--- config.mk ---
export PLATFORM = sky130hd
export DESIGN_NAME = pipelined_adder
export DESIGN_NICKNAME = d
export VERILOG_FILES = /design/src/rtl/pipelined_adder.sv
export SDC_FILE = /design/constraint.sdc
export NUM_CORES = 1
export LEC_CHECK = 0
export CAP_MARGIN = 20
export CORE_MARGIN = 4
export CORE_UTILIZATION = 30
export DETAILED_ROUTE_END_ITERATION = 10
export PLACE_DENSITY_LB_ADDON = 0.05
export SETUP_SLACK_MARGIN = 0.15
export SLEW_MARGIN = 15
export SYNTH_ARGS = -nofsm -noshare
export SYNTH_HDL_FRONTEND = slang
export SYNTH_SLANG_ARGS = --single-unit
--- constraint.sdc ---
create_clock -name clk -period 3.2 [get_ports clk]
set_input_delay 0.64 -clock clk [delete_from_list [all_inputs] [get_ports clk]]
set_output_delay 0.64 -clock clk [all_outputs]
set_load 0.05 [all_outputs]
--- src/rtl/pipelined_adder.sv ---
// Pipelined WIDTH-bit adder/subtractor with valid/ready on both sides.
// The carry chain is cut into STAGES chunks; each stage resolves one chunk per cycle.
module pipelined_adder #(
  parameter int WIDTH  = 48,
  parameter int STAGES = 3
) (
  input  logic             clk,
  input  logic             rst_n,
  input  logic             in_valid,
  output logic             in_ready,
  input  logic [WIDTH-1:0] a,
  input  logic [WIDTH-1:0] b,
  input  logic             cin,
  input  logic             sub,
  output logic             out_valid,
  input  logic             out_ready,
  output logic [WIDTH:0]   out,
  output logic             ovf
);

  localparam int CW   = (WIDTH + STAGES - 1) / STAGES;
  localparam int LAST = STAGES - 1;

  if (WIDTH < 2 || STAGES < 1 || STAGES > WIDTH || (STAGES - 1) * CW >= WIDTH) begin : g_param_check
    $error("pipelined_adder: unsupported WIDTH/STAGES combination");
  end

  for (genvar k = 0; k < STAGES; k++) begin : g_stage
    localparam int LO = k * CW;
    localparam int HI = ((k + 1) * CW < WIDTH) ? (k + 1) * CW - 1 : WIDTH - 1;
    localparam int N  = HI - LO + 1;

    logic             v, c, m;
    logic [WIDTH-1:0] r;
    logic             rdy, nrdy;
    logic             pv, pc, pm;
    logic [WIDTH-1:0] pr, rn;
    logic [WIDTH-1:LO] pbx;
    logic [N:0]       sum;

    // Subtract is folded in at entry: b is inverted and the carry-in becomes !cin.
    if (k == 0) begin : g_head
      assign pv  = in_valid;
      assign pc  = cin ^ sub;
      assign pm  = sub;
      assign pr  = a;
      assign pbx = b ^ {WIDTH{sub}};
    end else begin : g_body
      assign pv  = g_stage[k-1].v;
      assign pc  = g_stage[k-1].c;
      assign pm  = g_stage[k-1].m;
      assign pr  = g_stage[k-1].r;
      assign pbx = g_stage[k-1].g_link.bx;
    end

    assign rdy = !v || nrdy;
    assign sum = {1'b0, pr[HI:LO]} + {1'b0, pbx[HI:LO]} + {{N{1'b0}}, pc};

    // r carries the resolved low chunks plus the still-untouched upper bits of a.
    always_comb begin
      rn        = pr;
      rn[HI:LO] = sum[N-1:0];
    end

    always_ff @(posedge clk or negedge rst_n) begin
      if (!rst_n) begin
        v <= 1'b0;
        c <= 1'b0;
        m <= 1'b0;
        r <= '0;
      end else if (rdy) begin
        v <= pv;
        if (pv) begin
          c <= sum[N];
          m <= pm;
          r <= rn;
        end
      end
    end

    if (k < STAGES - 1) begin : g_link
      logic [WIDTH-1:HI+1] bx;

      assign nrdy = g_stage[k+1].rdy;

      always_ff @(posedge clk or negedge rst_n) begin
        if (!rst_n) begin
          bx <= '0;
        end else if (rdy && pv) begin
          bx <= pbx[WIDTH-1:HI+1];
        end
      end
    end else begin : g_tail
      logic am, bm;

      assign nrdy = out_ready;

      always_ff @(posedge clk or negedge rst_n) begin
        if (!rst_n) begin
          am <= 1'b0;
          bm <= 1'b0;
        end else if (rdy && pv) begin
          am <= pr[WIDTH-1];
          bm <= pbx[WIDTH-1];
        end
      end
    end
  end

  assign in_ready  = g_stage[0].rdy;
  assign out_valid = g_stage[LAST].v;
  // bm is the effective (possibly inverted) b sign, so one overflow rule covers add and sub.
  assign out = {g_stage[LAST].c ^ g_stage[LAST].m, g_stage[LAST].r};
  assign ovf = (g_stage[LAST].g_tail.am == g_stage[LAST].g_tail.bm) &&
               (g_stage[LAST].r[WIDTH-1] != g_stage[LAST].g_tail.am);

endmodule

**Yosys cells after proc, flatten, opt, wreduce, memory -nomap -nowiden**

Cells that the tools add are included.

- Add/subtract/negate cells: 6
- Equal/unequal tests: 2
- Bitwise gates (word level): 3
- Reductions and logical operators: 13

Operator list:

| kind | count |
|---|---|
| adder 16 x 16 -> 17 bit | 3 |
| adder 17 x 1 -> 17 bit | 3 |
| bitwise XOR 48 bit | 1 |
| AND reduction 2 bit | 3 |
| logical AND 1 bit | 4 |
| logical NOT 1 bit | 3 |
| logical OR 1 bit | 3 |
| bitwise XOR 1 bit | 2 |
| equality test 1 bit | 1 |
| != test 1 bit | 1 |

- Bits in registers: 203
- Input port bits: 102
- Output and inout bits: 52
- Logic and storage cells: 40

**Longest topological paths before layout**

- Depth in word-level cells: 5
- Mapped depth: 12
- Mapped depth without buffers: 10

**Least setup slack after synthesis**

OpenSTA, ideal clock, no wires.

- Path type: input to register
- Start: input port sub
- End: register g_stage[0].r[8]
- Library setup time: 0.095 ns
- Data arrival time: 2.963 ns
- Data required time: 3.105 ns
- Setup slack: 0.142 ns
- Cell stages on the path: 12
- Buffers on the path: 2
- Cell sequence: clkbuf_1 -> buf_2 -> xor2_1 -> fa_1 -> inv_1 -> fa_1 -> nor2b_1 -> o31a_1 -> o31a_1 -> o21a_1 -> o21a_1 -> o31ai_1

- Cells in the longest elaborated chain, start to end: 3

Ends and longest elaborated chain:

| element | line | text |
|---|---|---|
| start: declaration | 14 | `input logic sub,` |
| bitwise XOR 48 bit | 47 | `assign pbx = b ^ {WIDTH{sub}};` |
| adder 16 x 16 -> 17 bit | 57 | `assign sum = {1'b0, pr[HI:LO]} + {1'b0, pbx[HI:LO]} + {{N{1'b0}}, pc};` |
| adder 17 x 1 -> 17 bit (*) | 57 |  |
| end signal: assignment | 76 | `r <= rn;` |
| end: declaration | 34 | `logic [WIDTH-1:0] r;` |

Mark *: on every way between the ends. The rest lies on a longest branch, timed or not.
A chain may end at the register's enable or synchronous reset.

**Worst setup path after layout**

- Start: register g_stage[0].c
- End: register g_stage[1].r[28]

- Cells in the longest elaborated chain, start to end: 1

Ends and longest elaborated chain:

| element | line | text |
|---|---|---|
| start: declaration | 33 | `logic v, c, m;` |
| start signal: assignment | 74 | `c <= sum[N];` |
| adder 17 x 1 -> 17 bit | 57 |  |
| end signal: assignment | 76 |  |
| end: declaration | 34 |  |

Every way passes these cells.

==> flow_summary.json <==
{
  "clock-sinks": 203,
  "route.antenna.remaining_nets": 0,
  "avgSynthCellArea_um2": 10.7,
  "slowest_stage": "fa_1",
  "status": "completed",
  "start_util_pct": 30.6,
  "die_x_um": 191,
  "timing.final.crit_share_pct": 89.7,
  "core_area_mm2": 0.0329,
  "p_sw_share_pct": 37.9,
  "vias": 7125,
  "p_per_area_mw_per_mm2": 845,
  "root_buffer": "clkbuf_16",
  "worst_pin_slew_ns": 1.08,
  "slew_violations": 0,
  "seq_power_share_pct": 34.8,
  "pwr-share-comb_pct": 40.3,
  "cts_tree": "yes",
  "switching_power_mw": 4.16,
  "portBuffers": 153,
  "dpl_cell_area_mm2": 0.0122,
  "drtIter0Drc": 294,
  "yosysTopAreaCell": "dfrtp_1",
  "drt_wl_total_um": 24900,
  "internal_power_mw": 6.83,
  "yosysTopAreaCellShare_pct": 50.4,
  "remaining_drc_errors": 0,
  "ys_types": 55,
  "dp_hpwl_um": 17500,
  "clock_path_buffers": 3,
  "synth.most_common_cell": "dfrtp_1",
  "cap_violations": 0,
  "place_congestion": 0.814,
  "relSlewSlack_pct": 28.1,
  "firstDrtPassIters": 4,
  "finalHoldViolations": 0,
  "syn_nets": 1095,
  "rsz0062_at_grt": "false",
  "max-vdd-ir-drop_v": 0.000338,
  "fin_skew_ns": 0.0143,
  "postSynthCellCount": 942,
  "clk_pin_slew_ns": 0.06,
  "fin_crit_ns": 2.87,
  "grt_overflow": 0,
  "ys_warn_count": 0,
  "hold_buffers": 0,
  "hold_path.class": "input pin to asynchronous set/reset pin",
  "cts_buffers": 25,
  "crit_chain": "fa_1, fa_1, a211oi_1, o21a_1, nor3_1, o31a_1, o21a_1, o31ai_1",
  "start_kind": "register",
  "synthesis.area_mm2": 0.0101,
  "p_clk_share_pct": 24.8,
  "final_area_mm2": 0.0130,
  "p_leak_nw": 5.76,
  "antenna_found_initial": 0,
  "layout_setup_ws_ns": 0.328,
  "grt_pass1_wl_um": 40800,
  "diodes": 0,
  "wl_per_cell_um": 16.0,
  "totalPowerFinal_mw": 11.0,
  "ys.flop_type": "dfrtp_1",
  "required_ns": 3.61,
  "fmax_mhz": 348,
  "drive_gt1_share_pct": 14.4,
  "ys_ff_latch": 203,
  "critical_path_class": "register to register",
  "yosysSeqAreaShare_pct": 50.4,
  "via_per_inst": 4.57,
  "final_cell_count_no_fill": 1558,
  "synth_edf_count": 0,
  "synthTopCellsByArea": "dfrtp_1 (50%), mux2_2 (10%), nand2_1 (7.0%), ha_1 (5.6%), o21ai_0 (4.1%)",
  "grt_pass1_vias": 7487,
  "clock_latency_ns": 0.52,
  "placed_cells": 1512,
  "slowest_delay_ns": 0.51,
  "final_nets": 1250,
  "syn2layout_area_growth_pct": 29.2,
  "die_area_mm2": 0.0366,
  "setup_viol": 0,
  "place_ws_ns": -0.0706,
  "rows": 66,
  "htreeDepth": 1,
  "cp_data_arrival_time_ns": 3.29,
  "pin_count": 154,
  "grt_max_degree": 96,
  "ys_async_sr_fraction_pct": 100,
  "critPathMaxFanout": 3,
  "critPathCaptureType": "register",
  "die_h_um": 191,
  "yosys-top-cells-count": "dfrtp_1 (203), nand2_1 (188), mux2_2 (90), o21ai_0 (83), ha_1 (45)",
  "grt_use_total_pct": 13.7
}
[worst paths after layout]
kind                                     to             start  cells after the start  slack [ns]
max                        g_stage[1].r[28]      g_stage[0].c                      8        0.33
min                        g_stage[2].r[19]             rst_n                      1        0.03
max reg2reg                g_stage[1].r[28]      g_stage[0].c                      8        0.33
min reg2reg                g_stage[0].r[46]  g_stage[0].r[46]                      2        0.47
max in group asynchronous  g_stage[0].r[42]             rst_n                      2        2.34
min in group clk           g_stage[0].r[46]  g_stage[0].r[46]                      2        0.47
[repair_timing]
item                                    in CTS  in global routing
buffers inserted                             0                  0
gates resized for setup                      0                  1
endpoints found under the setup margin       0                  1
[layer usage]
metal / share of wire, % / track usage (%) / up-vias
li1: - / - / 3593
met1: 49 / 19.5 / 3372
met2: 44 / 21.4 / 123
met3: 5.3 / 2.98 / 37
met4: 1.7 / 3.23 / 0
met5: 0 / 0 / -
[per-stage QoR]
stage | hold slack, ns | TNS [ns] | utilization, %
after CTS | 0.00319 | 0 | 39.6
after floorplan | 0.344 | 0 | -
final | 0.0258 | 0 | 39.6
after global routing | 0.0195 | 0 | 39.6
after global placement | 0.458 | -0.123 | 37.1
after detailed placement | 0.460 | -0.212 | 37.1
[cells by family after synthesis]
logic type | share of synthesized area [%]
DFF | 50.4
and+or+nand+nor | 10.7
muxes | 10.2
AOI/OAI and AO/OA | 12.7
xor gates and xnor gates | 7.13
adders and majority gates | 6.78
buffers and inverters | 2.09
[critical path, delay by kind of cell, from the launching register on]
kind | cells | cell delay [ns]
fa+ha+maj | 2 | 0.97
flops | 1 | 0.41
compound gates | 5 | 1.29
simple gates | 1 | 0.10
[sequential cells by signal, indices dropped and copies added, names as in the netlist]
register and flops:
g_stage.r 144, g_stage.g_link.bx 48, g_stage.c 3, g_stage.m 3, g_stage.v 2, g_stage.g_tail.am 1, g_stage.g_tail.bm 1, out_valid 1
[layout by cell type, fill, tap and decap left out, drive strengths merged, types with 3 or more instances in the layout]
master,count
o31a,4
clkbuf,41
xor2,39
nand3,8
mux2,90
o21ai,84
xnor2,43
a21o,18
a211oi,10
dfrtp,203
buf,19
a2111oi,4
o21a,12
nand2,188
or3,3
o211ai,5
o31ai,7
nor3,5
ha,45
clkdlybuf4s50,150
fa,6
and3,4
nor2,23
a21oi,41
clkinv,5
inv,12
o21bai,6
and2,3
nand4,5
nand2b,6
[layout make-up]
class / instances / area [um2]
fillers: 3352 / 19900
flip-flops and latches: 203 / 5080
multi-input cells: 686 / 4810
repair buffers: 170 / 1720
clock buffers: 40 / 772
well taps: 442 / 553
inverters: 11 / 41.3
clock inverters: 6 / 33.8
[power by group through the flow]
stage | clock network (mW) | registers [mW] | logic (mW)
after global placement | 0 | 3.89 | 4.46
after CTS | 2.85 | 3.86 | 4.50
after global routing | 2.96 | 3.95 | 4.82
after detailed placement | 0 | 3.90 | 4.48
final | 2.73 | 3.83 | 4.43
after floorplan | 0 | 4.81 | 2.04
Note: power is estimated with default switching activity, not from simulation.
